## src/rtl/pads_driver.sv

```systemverilog
// Board-side 6502 pad driver: sequences n_RES, n_NMI, n_IRQ, RDY and SO from system requests.
// One CLK tick is one CPU bus cycle; every output comes straight from a flop.
//
// NMI FSM
//   state       | meaning
//   NMI_IDLE    | n_NMI high, waiting for a request edge
//   NMI_ASSERT  | n_NMI low for NMI_WIDTH cycles
//   NMI_RECOVER | n_NMI high for NMI_WIDTH cycles before another NMI may start
module pads_driver #(
   parameter int RES_CYCLES  = 8,
   parameter int NMI_WIDTH   = 2,
   parameter int WAIT_STATES = 1,
   parameter int IRQ_SRC     = 4
) (
   input  logic               CLK,
   input  logic               RES,
   input  logic               nmi_req,
   input  logic [IRQ_SRC-1:0] irq_src,
   input  logic [IRQ_SRC-1:0] irq_ack,
   input  logic               so_req,
   input  logic               slow_access,
   input  logic               RnW,
   input  logic               SYNC,
   output logic               n_RES,
   output logic               n_NMI,
   output logic               n_IRQ,
   output logic               RDY,
   output logic               SO,
   output logic [IRQ_SRC-1:0] irq_pending,
   output logic               in_reset
);

   typedef enum logic [1:0] {NMI_IDLE, NMI_ASSERT, NMI_RECOVER} nmi_state_t;

   nmi_state_t         nmi_state, nmi_state_d;
   logic [3:0]         nmi_cnt, nmi_cnt_d;
   logic               nmi_pend, nmi_pend_d;
   logic               n_nmi_d;
   logic               nmi_prev;
   logic [IRQ_SRC-1:0] irq_prev;
   logic [7:0]         res_cnt;
   logic [3:0]         rdy_cnt;
   logic               so_latch;
   logic               nmi_edge;
   logic [IRQ_SRC-1:0] irq_edge;
   logic               so_take;
   logic               unused_sync;

   // SYNC is watched but deliberately does not gate stretching
   assign unused_sync = SYNC;

   assign in_reset = ~n_RES;
   assign nmi_edge = nmi_req & ~nmi_prev & ~in_reset;
   assign irq_edge = irq_src & ~irq_prev & {IRQ_SRC{~in_reset}};
   assign so_take  = so_req & ~in_reset;

   always_comb begin
      nmi_state_d = nmi_state;
      nmi_cnt_d   = nmi_cnt;
      nmi_pend_d  = nmi_pend;
      case (nmi_state)
         NMI_IDLE: begin
            if (nmi_edge) begin
               nmi_state_d = NMI_ASSERT;
               nmi_cnt_d   = 4'(NMI_WIDTH - 1);
            end
         end
         NMI_ASSERT: begin
            if (nmi_edge) nmi_pend_d = 1'b1;
            if (nmi_cnt == 4'd0) begin
               nmi_state_d = NMI_RECOVER;
               nmi_cnt_d   = 4'(NMI_WIDTH - 1);
            end else begin
               nmi_cnt_d = nmi_cnt - 4'd1;
            end
         end
         NMI_RECOVER: begin
            if (nmi_cnt == 4'd0) begin
               // an edge on the last recovery cycle folds into the pending NMI
               if (nmi_pend || nmi_edge) begin
                  nmi_state_d = NMI_ASSERT;
                  nmi_cnt_d   = 4'(NMI_WIDTH - 1);
                  nmi_pend_d  = 1'b0;
               end else begin
                  nmi_state_d = NMI_IDLE;
               end
            end else begin
               nmi_cnt_d = nmi_cnt - 4'd1;
               if (nmi_edge) nmi_pend_d = 1'b1;
            end
         end
         default: nmi_state_d = NMI_IDLE;
      endcase
      n_nmi_d = (nmi_state_d != NMI_ASSERT);
   end

   always_ff @(posedge CLK) begin
      nmi_prev <= nmi_req;
      irq_prev <= irq_src;
      if (RES) begin
         n_RES       <= 1'b0;
         res_cnt     <= 8'(RES_CYCLES);
         nmi_state   <= NMI_IDLE;
         nmi_cnt     <= 4'd0;
         nmi_pend    <= 1'b0;
         n_NMI       <= 1'b1;
         irq_pending <= '0;
         n_IRQ       <= 1'b1;
         RDY         <= 1'b1;
         rdy_cnt     <= 4'd0;
         SO          <= 1'b1;
         so_latch    <= 1'b0;
      end else begin
         if (res_cnt != 8'd0) res_cnt <= res_cnt - 8'd1;
         else                 n_RES   <= 1'b1;

         nmi_state <= nmi_state_d;
         nmi_cnt   <= nmi_cnt_d;
         nmi_pend  <= nmi_pend_d;
         n_NMI     <= n_nmi_d;

         irq_pending <= (irq_pending & ~irq_ack) | irq_edge;
         n_IRQ       <= ~|irq_pending;

         // the cycle RDY returns high completes the access; a new slow read may start from it
         if (!RDY) begin
            if (rdy_cnt == 4'd0) RDY     <= 1'b1;
            else                 rdy_cnt <= rdy_cnt - 4'd1;
         end else if ((WAIT_STATES != 0) && slow_access && RnW && !in_reset) begin
            RDY     <= 1'b0;
            rdy_cnt <= 4'(WAIT_STATES - 1);
         end

         if (!SO) begin
            SO       <= 1'b1;
            so_latch <= so_take;
         end else if (so_latch || so_take) begin
            SO       <= 1'b0;
            so_latch <= 1'b0;
         end
      end
   end

endmodule

```

## config.mk

```make
export PLATFORM = sky130hd
export DESIGN_NAME = pads_driver
export DESIGN_NICKNAME = d
export VERILOG_FILES = /design/src/rtl/pads_driver.sv
export SDC_FILE = /design/constraint.sdc
export NUM_CORES = 1
export LEC_CHECK = 0
export ABC_AREA = 1
export CORE_UTILIZATION = 37
export DETAILED_ROUTE_END_ITERATION = 8
export GPL_ROUTABILITY_DRIVEN = 0
export SKIP_CTS_REPAIR_TIMING = 1
export SYNTH_ARGS = -nofsm -noshare
export SYNTH_HDL_FRONTEND = slang
export SYNTH_SLANG_ARGS = --single-unit
```

## constraint.sdc

```tcl
create_clock -name CLK -period 3.87 [get_ports CLK]
set_input_delay 0.387 -clock CLK [delete_from_list [all_inputs] [get_ports CLK]]
set_output_delay 0.387 -clock CLK [all_outputs]
set_load 0.03 [all_outputs]
```

* Yosys cells after proc, flatten, opt, wreduce, memory -nomap -nowiden *
Index checks and enable logic that the tools add are counted.

word-level totals
  logic and storage cells = 76
  register bits after elaboration = 34
  bits of input ports = 15

operators by class
  bitwise gates (word level) = 12
  add/subtract/negate cells = 3
  equality and inequality tests = 8
  multiplexer cells = 23
  reductions and logical operators = 16

operator list
  kind                 number
  $mux 4               7
  $and 4x4->4          3
  $pmux 4 s3           1
  $mux 1               10
  $logic_not 4->1      2
  $not 4->4            2
  $reduce_bool 8->1    1
  $sub 4x1->4 const B  2
  $sub 8x1->8 const B  1
  $mux 2               3
  $ne 2x1->1 const B   3
  $pmux 2 s3           1
  $ne 2x2->1 const B   2
  $or 4x4->4           1
  $reduce_and 2->1     2
  $reduce_or 4->1      1
  $and 1x1->1          3
  $ne 3x3->1 const B   1
  $not 1->1            3
  $reduce_and 3->1     1
  $reduce_bool 3->1    1
  $eq 2x1->1 const B   1
  $eq 2x2->1 const B   1
  $logic_and 1x1->1    2
  other kinds (6)      7

* Depth between registers and ports, before layout *
Gate-level depths: netlist (run 1).

  word-level depth = 8
  mapped depth = 9
  depth with buffers taken out = 9

* Worst setup path before layout (run 1) *
OpenSTA, ideal clock, no wires.

  path kind = flip-flop to flip-flop
  from = register n_RES
  to = register rdy_cnt[1]
  arrival = 1.340 ns
  period minus slack after synthesis = 1.455 ns
  path slack = 2.415 ns
  setup time = 0.115 ns
  stages on the path, launching flop included = 5
  cell sequence = dfxtp_1 -> inv_1 -> o21ai_4 -> nor2_1 -> o21a_1

between the ends
  cells in the longest elaborated chain, start to end = 3

ends and longest elaborated chain
  item                        line  text
  from (decl)                 24    output logic n_RES,
  from (signal assigned)      101   n_RES <= 1'b0;
  from (signal assigned)      115   else n_RES <= 1'b1;
  $logic_and 1x1->1           129   end else if ((WAIT_STATES != 0) && slow_access && RnW && !in_reset) begin
  $ne 2x1->1 (no line)        -
  $reduce_and 2->1 (no line)  -
  to (signal assigned)        128   else rdy_cnt <= rdy_cnt - 4'd1;
  to (signal assigned)        131   rdy_cnt <= 4'(WAIT_STATES - 1);
  to (decl)                   42    logic [3:0] rdy_cnt;

Every way passes these cells.
A chain may end at the register's enable or synchronous reset.

* Worst setup path after layout (run 1) *
  from = register n_RES
  to = output port in_reset

between the ends
  cells in the longest elaborated chain, start to end = 1

ends and longest elaborated chain
  item       line  text
  $not 1->1  52    assign in_reset = ~n_RES;
  to (decl)  30    output logic in_reset

Every way passes these cells.

==> flow_metrics.py, run 1 <==
metrics = {
    "power": {
        "p_leak_nw": 0.857,
        "pwr-share-clk_pct": 25.7,
        "p_per_area_nw_per_um2": 520,
        "pwr-share-comb_pct": 31.4,
        "seq_power_share_pct": 42.9,
        "p_int_uw": 673,
        "ir_drop_mv": 0.335,
        "switchingPower_uw": 347,
        "switching_share_pct": 34.0,
    },
    "worst_setup_path": {
        "cp_max_fo": 7,
        "crit_type": "register to output port",
        "r2r_setup_slack_ps": 2340,
        "rr_worst_depth": 7,
        "startpoint": "n_RES$_SDFFE_PP0N_",
        "cp_data_required_time_ps": 3480,
        "r2r-start": "nmi_state[0]$_SDFF_PP0_",
        "path_cells": "inv_1, clkdlybuf4s50_1",
        "cp_slowest_cell": "clkdlybuf4s50_1",
        "r2r-end": "n_NMI$_SDFF_PP1_",
        "cpPeakStageDelay_ps": 750,
        "endpoint": "in_reset",
        "end_kind": "output port",
        "arrival_ps": 1650,
        "startpoint_type": "register",
    },
    "logic_synthesis": {
        "yosys_warnings": 0,
        "synth-edff-count": 0,
        "yosysSeqAreaShare_pct": 43.3,
        "async_reset_ff_share_pct": 0,
        "yosysUniqueCellTypes": 28,
        "syn_inst": 210,
        "syn_area_um2": 1570,
        "synthTopCellsByArea": "dfxtp_1 (43%), nand2_1 (9.8%), nor2_1 (9.1%), ha_1 (8.8%), inv_1 (6.2%)",
        "ys.flop_type": "dfxtp_1",
        "synth_area_per_cell_um2": 7.49,
        "post-synth-top-area-cell": "dfxtp_1",
        "ys_ff_latch": 34,
        "syn_nets": 236,
        "yosysTopAreaCellShare_pct": 43.3,
    },
    "global_routing": {
        "grt_overflow": 0,
        "grt_max_degree": 15,
        "grt_usage_pct": 15.6,
        "grt_pass1_wl_mm": 5.19,
        "grt_antenna_before_repair": 0,
        "grt_pass1_vias": 1249,
    },
    "floorplanning": {
        "die_w_um": 67.2,
        "rows": 23,
        "io_pins": 25,
        "die_h_um": 67.2,
        "coreArea_um2": 4030,
        "die_area_um2": 4520,
        "start_util_pct": 39.0,
    },
    "placement": {
        "place_inst": 283,
        "portBuffers": 23,
        "dpl.hpwl_mm": 2.14,
        "pre_cts_ws_ps": 2120,
    },
    "clock_tree": {
        "htree_levels": 2,
        "clockBufferDepth": 2,
        "clk_latency_ps": 280,
        "root_buffer": "clkbuf_8",
        "cts_num_sinks": 34,
        "path_clk_slew_ps": 60,
        "cts_buffers": 5,
        "cts_tree": "built",
    },
    "worst_hold_path": {
        "min_path_type": "register to register",
        "min_from": "so_latch$_SDFFE_PP0P_",
    },
    "layout": {
        "nNetsFinal": 266,
        "antenna_cells": 0,
        "stdcell_count": 291,
        "drive_gt1_share_pct": 7.05,
        "area_delta_synth_final_pct": 24.7,
        "utilization_pct": 48.7,
    },
    "routing": {
        "wirelength_mm": 2.85,
        "num_vias": 1275,
        "drc_errors": 0,
        "dr.first_iter.drc_count": 65,
        "wl_per_cell_um": 9.81,
        "vias_per_cell": 4.38,
        "drt-pass1-iter-count": 4,
        "ant_nets": 0,
    },
    "sta": {
        "clock.fmax_mhz": 492,
        "hold_violations": 0,
        "drv_slew": 0,
        "setup_viol": 0,
        "period_minus_slack_ps": 2030,
        "max_slew.worst_pin.slew_ps": 341,
        "fin_worst_skew_ps": 7.92,
        "grt_setup_unrepaired": "false",
        "setup_tns_ps": 0,
        "final.period_utilization_pct": 52.6,
        "whs_ps": 442,
        "setup_ws_ps": 1840,
        "slew_headroom_pct": 77.2,
    },
    "status": {
        "status": "finished clean",
    },
    "flow_run": {
        "cap_viol_max_count": 0,
    },
}
cells by family after synthesis:
logic type,after synthesis,synth area share (%)
adders and majority gates,11,8.75
xor gates and xnor gates,4,2.23
DFF,34,43.3
and+or+nand+nor,104,28.3
AOI/OAI and AO/OA,29,10.7
buffers and inverters,28,6.68
layer usage:
metal,routed length [µm],up-vias,GRT usage [%]
met2,1200,26,24.0
met5,0,-,0
met3,155,5,7.26
li1,-,722,-
met4,38,0,4.79
met1,1460,522,19.1
synthesized netlist by cell type (all sizes together) (3+ instances only):
| cell | number |
|---|---|
| nand3 | 12 |
| ha | 11 |
| or2 | 4 |
| inv | 26 |
| dfxtp | 34 |
| nor3 | 3 |
| xor2 | 3 |
| a21oi | 17 |
| nand2 | 43 |
| o21ai | 9 |
| nor2 | 40 |
final cells by class:
type / count / area (µm²)
inverters: 27 / 101
well taps: 50 / 62.6
fillers: 414 / 2070
multi-input cells: 148 / 787
clock buffers: 7 / 86.3
flip-flops and latches: 34 / 681
clock inverters: 1 / 5.00
repair buffers: 24 / 238
how the worst min path moves through the flow:
stage                     endpoint  slack [ps]  cells past startpoint
2_1_floorplan  irq_prev[0]$_DFF_P_         410                      0
3_3_place_gp         SO$_SDFF_PP1_         430                      1
3_5_place_dp         SO$_SDFF_PP1_         430                      1
4_1_cts              SO$_SDFF_PP1_         440                      1
5_1_grt              SO$_SDFF_PP1_         460                      1
6_report             SO$_SDFF_PP1_         440                      1
state kept, by name, indices dropped and copies added (netlist names):
signal and cells:
res_cnt 8, nmi_cnt 4, so_latch 1, n_IRQ 1, RDY 1, SO 1, irq_prev 4, nmi_state 2
n_NMI 1, nmi_pend 1, rdy_cnt 4, n_RES 1, nmi_prev 1, irq_pending 4
layout by cell type, fill, tap and decap left out:
| cell type | Yosys | final |
|---|---|---|
| a21oi_1 | 17 | 17 |
| and2_1 | 1 | 1 |
| buf_4 | 0 | 1 |
| clkbuf_1 | 1 | 1 |
| clkbuf_8 | 0 | 6 |
| clkdlybuf4s50_1 | 0 | 23 |
| clkinv_1 | 1 | 1 |
| clkinv_2 | 0 | 1 |
| dfxtp_1 | 34 | 34 |
| ha_1 | 11 | 11 |
| inv_1 | 26 | 26 |
| nand2_1 | 41 | 41 |
| nand2_2 | 2 | 2 |
| nand3_1 | 11 | 11 |
| nand3_2 | 1 | 1 |
| nand3b_1 | 1 | 1 |
| nor2_1 | 38 | 38 |
| nor2_2 | 1 | 1 |
| nor2_4 | 1 | 1 |
| nor3_1 | 3 | 3 |
| o211ai_1 | 1 | 1 |
| o21a_1 | 1 | 1 |
| o21ai_0 | 6 | 6 |
| o21ai_1 | 1 | 1 |
| o21ai_2 | 1 | 1 |
| o21ai_4 | 1 | 1 |
| o41ai_1 | 1 | 1 |
| or2_0 | 1 | 1 |
| or2_1 | 1 | 1 |
| or2_2 | 2 | 2 |
| xnor2_1 | 1 | 1 |
| xor2_1 | 3 | 3 |
worst max-delay path: cells and delay by family, from the launching register on:
| kind | cells | cell delay, ps |
|---|---|---|
| buffers and inverters | 2 | 990 |
| DFF | 1 | 370 |
through the flow:
stage	power [mW]	area [µm²]
after global routing	1.11	1960
after CTS	1.03	1960
after floorplan	0.681	1570
final	1.02	1960
after global placement	0.761	1870
after detailed placement	0.766	1870
power groups by stage:
stage / combinational (mW) / clock [mW] / sequential [mW]
final: 0.320 / 0.262 / 0.437
after global routing: 0.368 / 0.293 / 0.444
after CTS: 0.323 / 0.273 / 0.438
after detailed placement: 0.321 / 0 / 0.445
after global placement: 0.316 / 0 / 0.445
after floorplan: 0.229 / 0 / 0.452
No activity file was read; power rests on OpenSTA's default activity.
==> run 2, diff against run 1 <==
==> constraint.sdc (replaced) <==
create_clock -name CLK -period 1.7 [get_ports CLK]
set_input_delay 0.17 -clock CLK [delete_from_list [all_inputs] [get_ports CLK]]
set_output_delay 0.17 -clock CLK [all_outputs]
set_load 0.03 [all_outputs]
==> flow_metrics.py, run 2 (synthesis results as in run 1) <==
metrics = {
    "routing": {
        "ant_nets": 0,
        "wl_per_cell_um": 10.1,
        "drc_errors": 0,
        "num_vias": 1330,
        "dr.first_iter.drc_count": 33,
        "vias_per_cell": 4.54,
        "wirelength_mm": 2.95,
        "drt-pass1-iter-count": 4,
    },
    "layout": {
        "antenna_cells": 0,
        "nNetsFinal": 268,
        "final_cell_mix": "nand2_1 (41), nor2_1 (38), dfxtp_1 (34)",
        "final_common_cell": "nand2_1",
        "largest_reg_flops": 8,
        "drive_gt1_share_pct": 8.23,
        "stdcell_count": 293,
        "regMostFlops": "res_cnt",
        "area_delta_synth_final_pct": 26.7,
    },
    "floorplanning": {
        "io_pins": 25,
        "die_area_um2": 4520,
        "rows": 23,
        "start_util_pct": 39.0,
        "die_h_um": 67.2,
        "coreArea_um2": 4030,
        "die_w_um": 67.2,
    },
    "worst_setup_path": {
        "crit_type": "register to output port",
        "end_kind": "output port",
        "cp_slowest_cell": "clkdlybuf4s50_1",
        "path_cells": "clkdlybuf4s50_1",
        "worst-path-buf-inv": 1,
        "cp_data_required_time_ps": 1530,
        "arrival_ps": 1460,
        "cp_max_fo": 6,
        "startpoint_type": "register",
        "cpPeakStageDelay_ps": 720,
        "critPathTopFamily": "buffers and inverters",
    },
    "placement": {
        "pre_cts_ws_ps": 246,
        "place_inst": 285,
        "portBuffers": 23,
        "dpl.hpwl_mm": 2.18,
    },
    "global_routing": {
        "grt_max_degree": 12,
        "grt_overflow": 0,
        "grt_pass1_wl_mm": 5.29,
        "grt_antenna_before_repair": 0,
        "grt_pass1_vias": 1278,
        "grt_usage_pct": 15.9,
    },
    "clock_tree": {
        "cts_tree": "built",
        "path_clk_slew_ps": 70,
        "htree_levels": 2,
        "cts_num_sinks": 34,
        "clockBufferDepth": 2,
        "root_buffer": "clkbuf_8",
        "cts_buffers": 5,
        "clk_latency_ps": 290,
    },
    "worst_hold_path": {
        "min_path_type": "input port to register",
    },
    "power": {
        "p_leak_nw": 0.876,
        "pwr-share-comb_pct": 30.0,
        "pwr-share-clk_pct": 29.5,
        "switchingPower_uw": 812,
        "seq_power_share_pct": 40.4,
        "switching_share_pct": 33.0,
        "p_int_mw": 1.65,
        "p_per_area_nw_per_um2": 1230,
        "ir_drop_mv": 0.497,
    },
    "sta": {
        "grt_setup_unrepaired": "false",
        "final.period_utilization_pct": 95.9,
        "setup_tns_ps": 0,
        "fin_worst_skew_ps": 3.08,
        "period_minus_slack_ps": 1630,
        "drv_slew": 0,
        "clock.fmax_mhz": 613,
        "slew_headroom_pct": 78.7,
        "max_slew.worst_pin.slew_ps": 318,
        "setup_viol": 0,
        "hold_violations": 0,
        "setup_ws_ps": 69.7,
    },
    "flow_run": {
        "cap_viol_max_count": 0,
    },
    "status": {
        "status": "finished clean",
    },
}
## run 2: power groups by stage
stage	clock (mW)	combinational [mW]	sequential (mW)
final	0.726	0.738	0.994
after CTS	0.752	0.749	0.997
after floorplan	0	0.522	1.03
after global routing	0.787	0.853	1.01
after detailed placement	0	0.745	1.01
after global placement	0	0.733	1.01
## run 2: cell type report
type | count | area, µm²
clock buffers | 5 | 68.8
multi-input cells | 148 | 787
repair buffers | 26 | 253
inverters | 27 | 101
flip-flops and latches | 34 | 681
well taps | 50 | 62.6
fillers | 412 | 2040
clock inverters | 3 | 40.0
## run 2: worst reg2reg max path: stages, from the launching register on
cell and delay (ps):
dfxtp_1 390, inv_1 100, ha_1 210, or2_2 310, o21ai_2 80, o21ai_0 110, nand2_1 90, nand3_1 70
## run 2: metal layers
| layer | share of wire [%] | global-route usage, % |
|---|---|---|
| met5 | 0 | 0 |
| met4 | 1.9 | 7.98 |
| met3 | 5.6 | 5.41 |
| met2 | 41 | 25.3 |
| met1 | 51 | 18.9 |
## run 2: metrics by stage
step	cell area (µm²)	power, mW	hold WS (ps)	util [%]
after floorplan	1570	1.55	198	-
after global placement	1880	1.74	440	46.8
after detailed placement	1880	1.76	435	46.8
after CTS	1990	2.50	344	49.5
after global routing	1990	2.65	355	49.5
final	1990	2.46	354	49.5
## run 2: path summary, 6_finish.rpt
path / startpoint / end / slack [ps] / cells past startpoint
worst max-delay path: n_RES$_SDFFE_PP0N_ / n_RES / 70 / 1
worst min-delay path: irq_src[0] / irq_prev[0]$_DFF_P_ / 350 / 1
worst max register to register: nmi_state[1]$_SDFF_PP0_ / n_NMI$_SDFF_PP1_ / 230 / 7
worst min register to register: so_latch$_SDFFE_PP0P_ / SO$_SDFF_PP1_ / 450 / 1
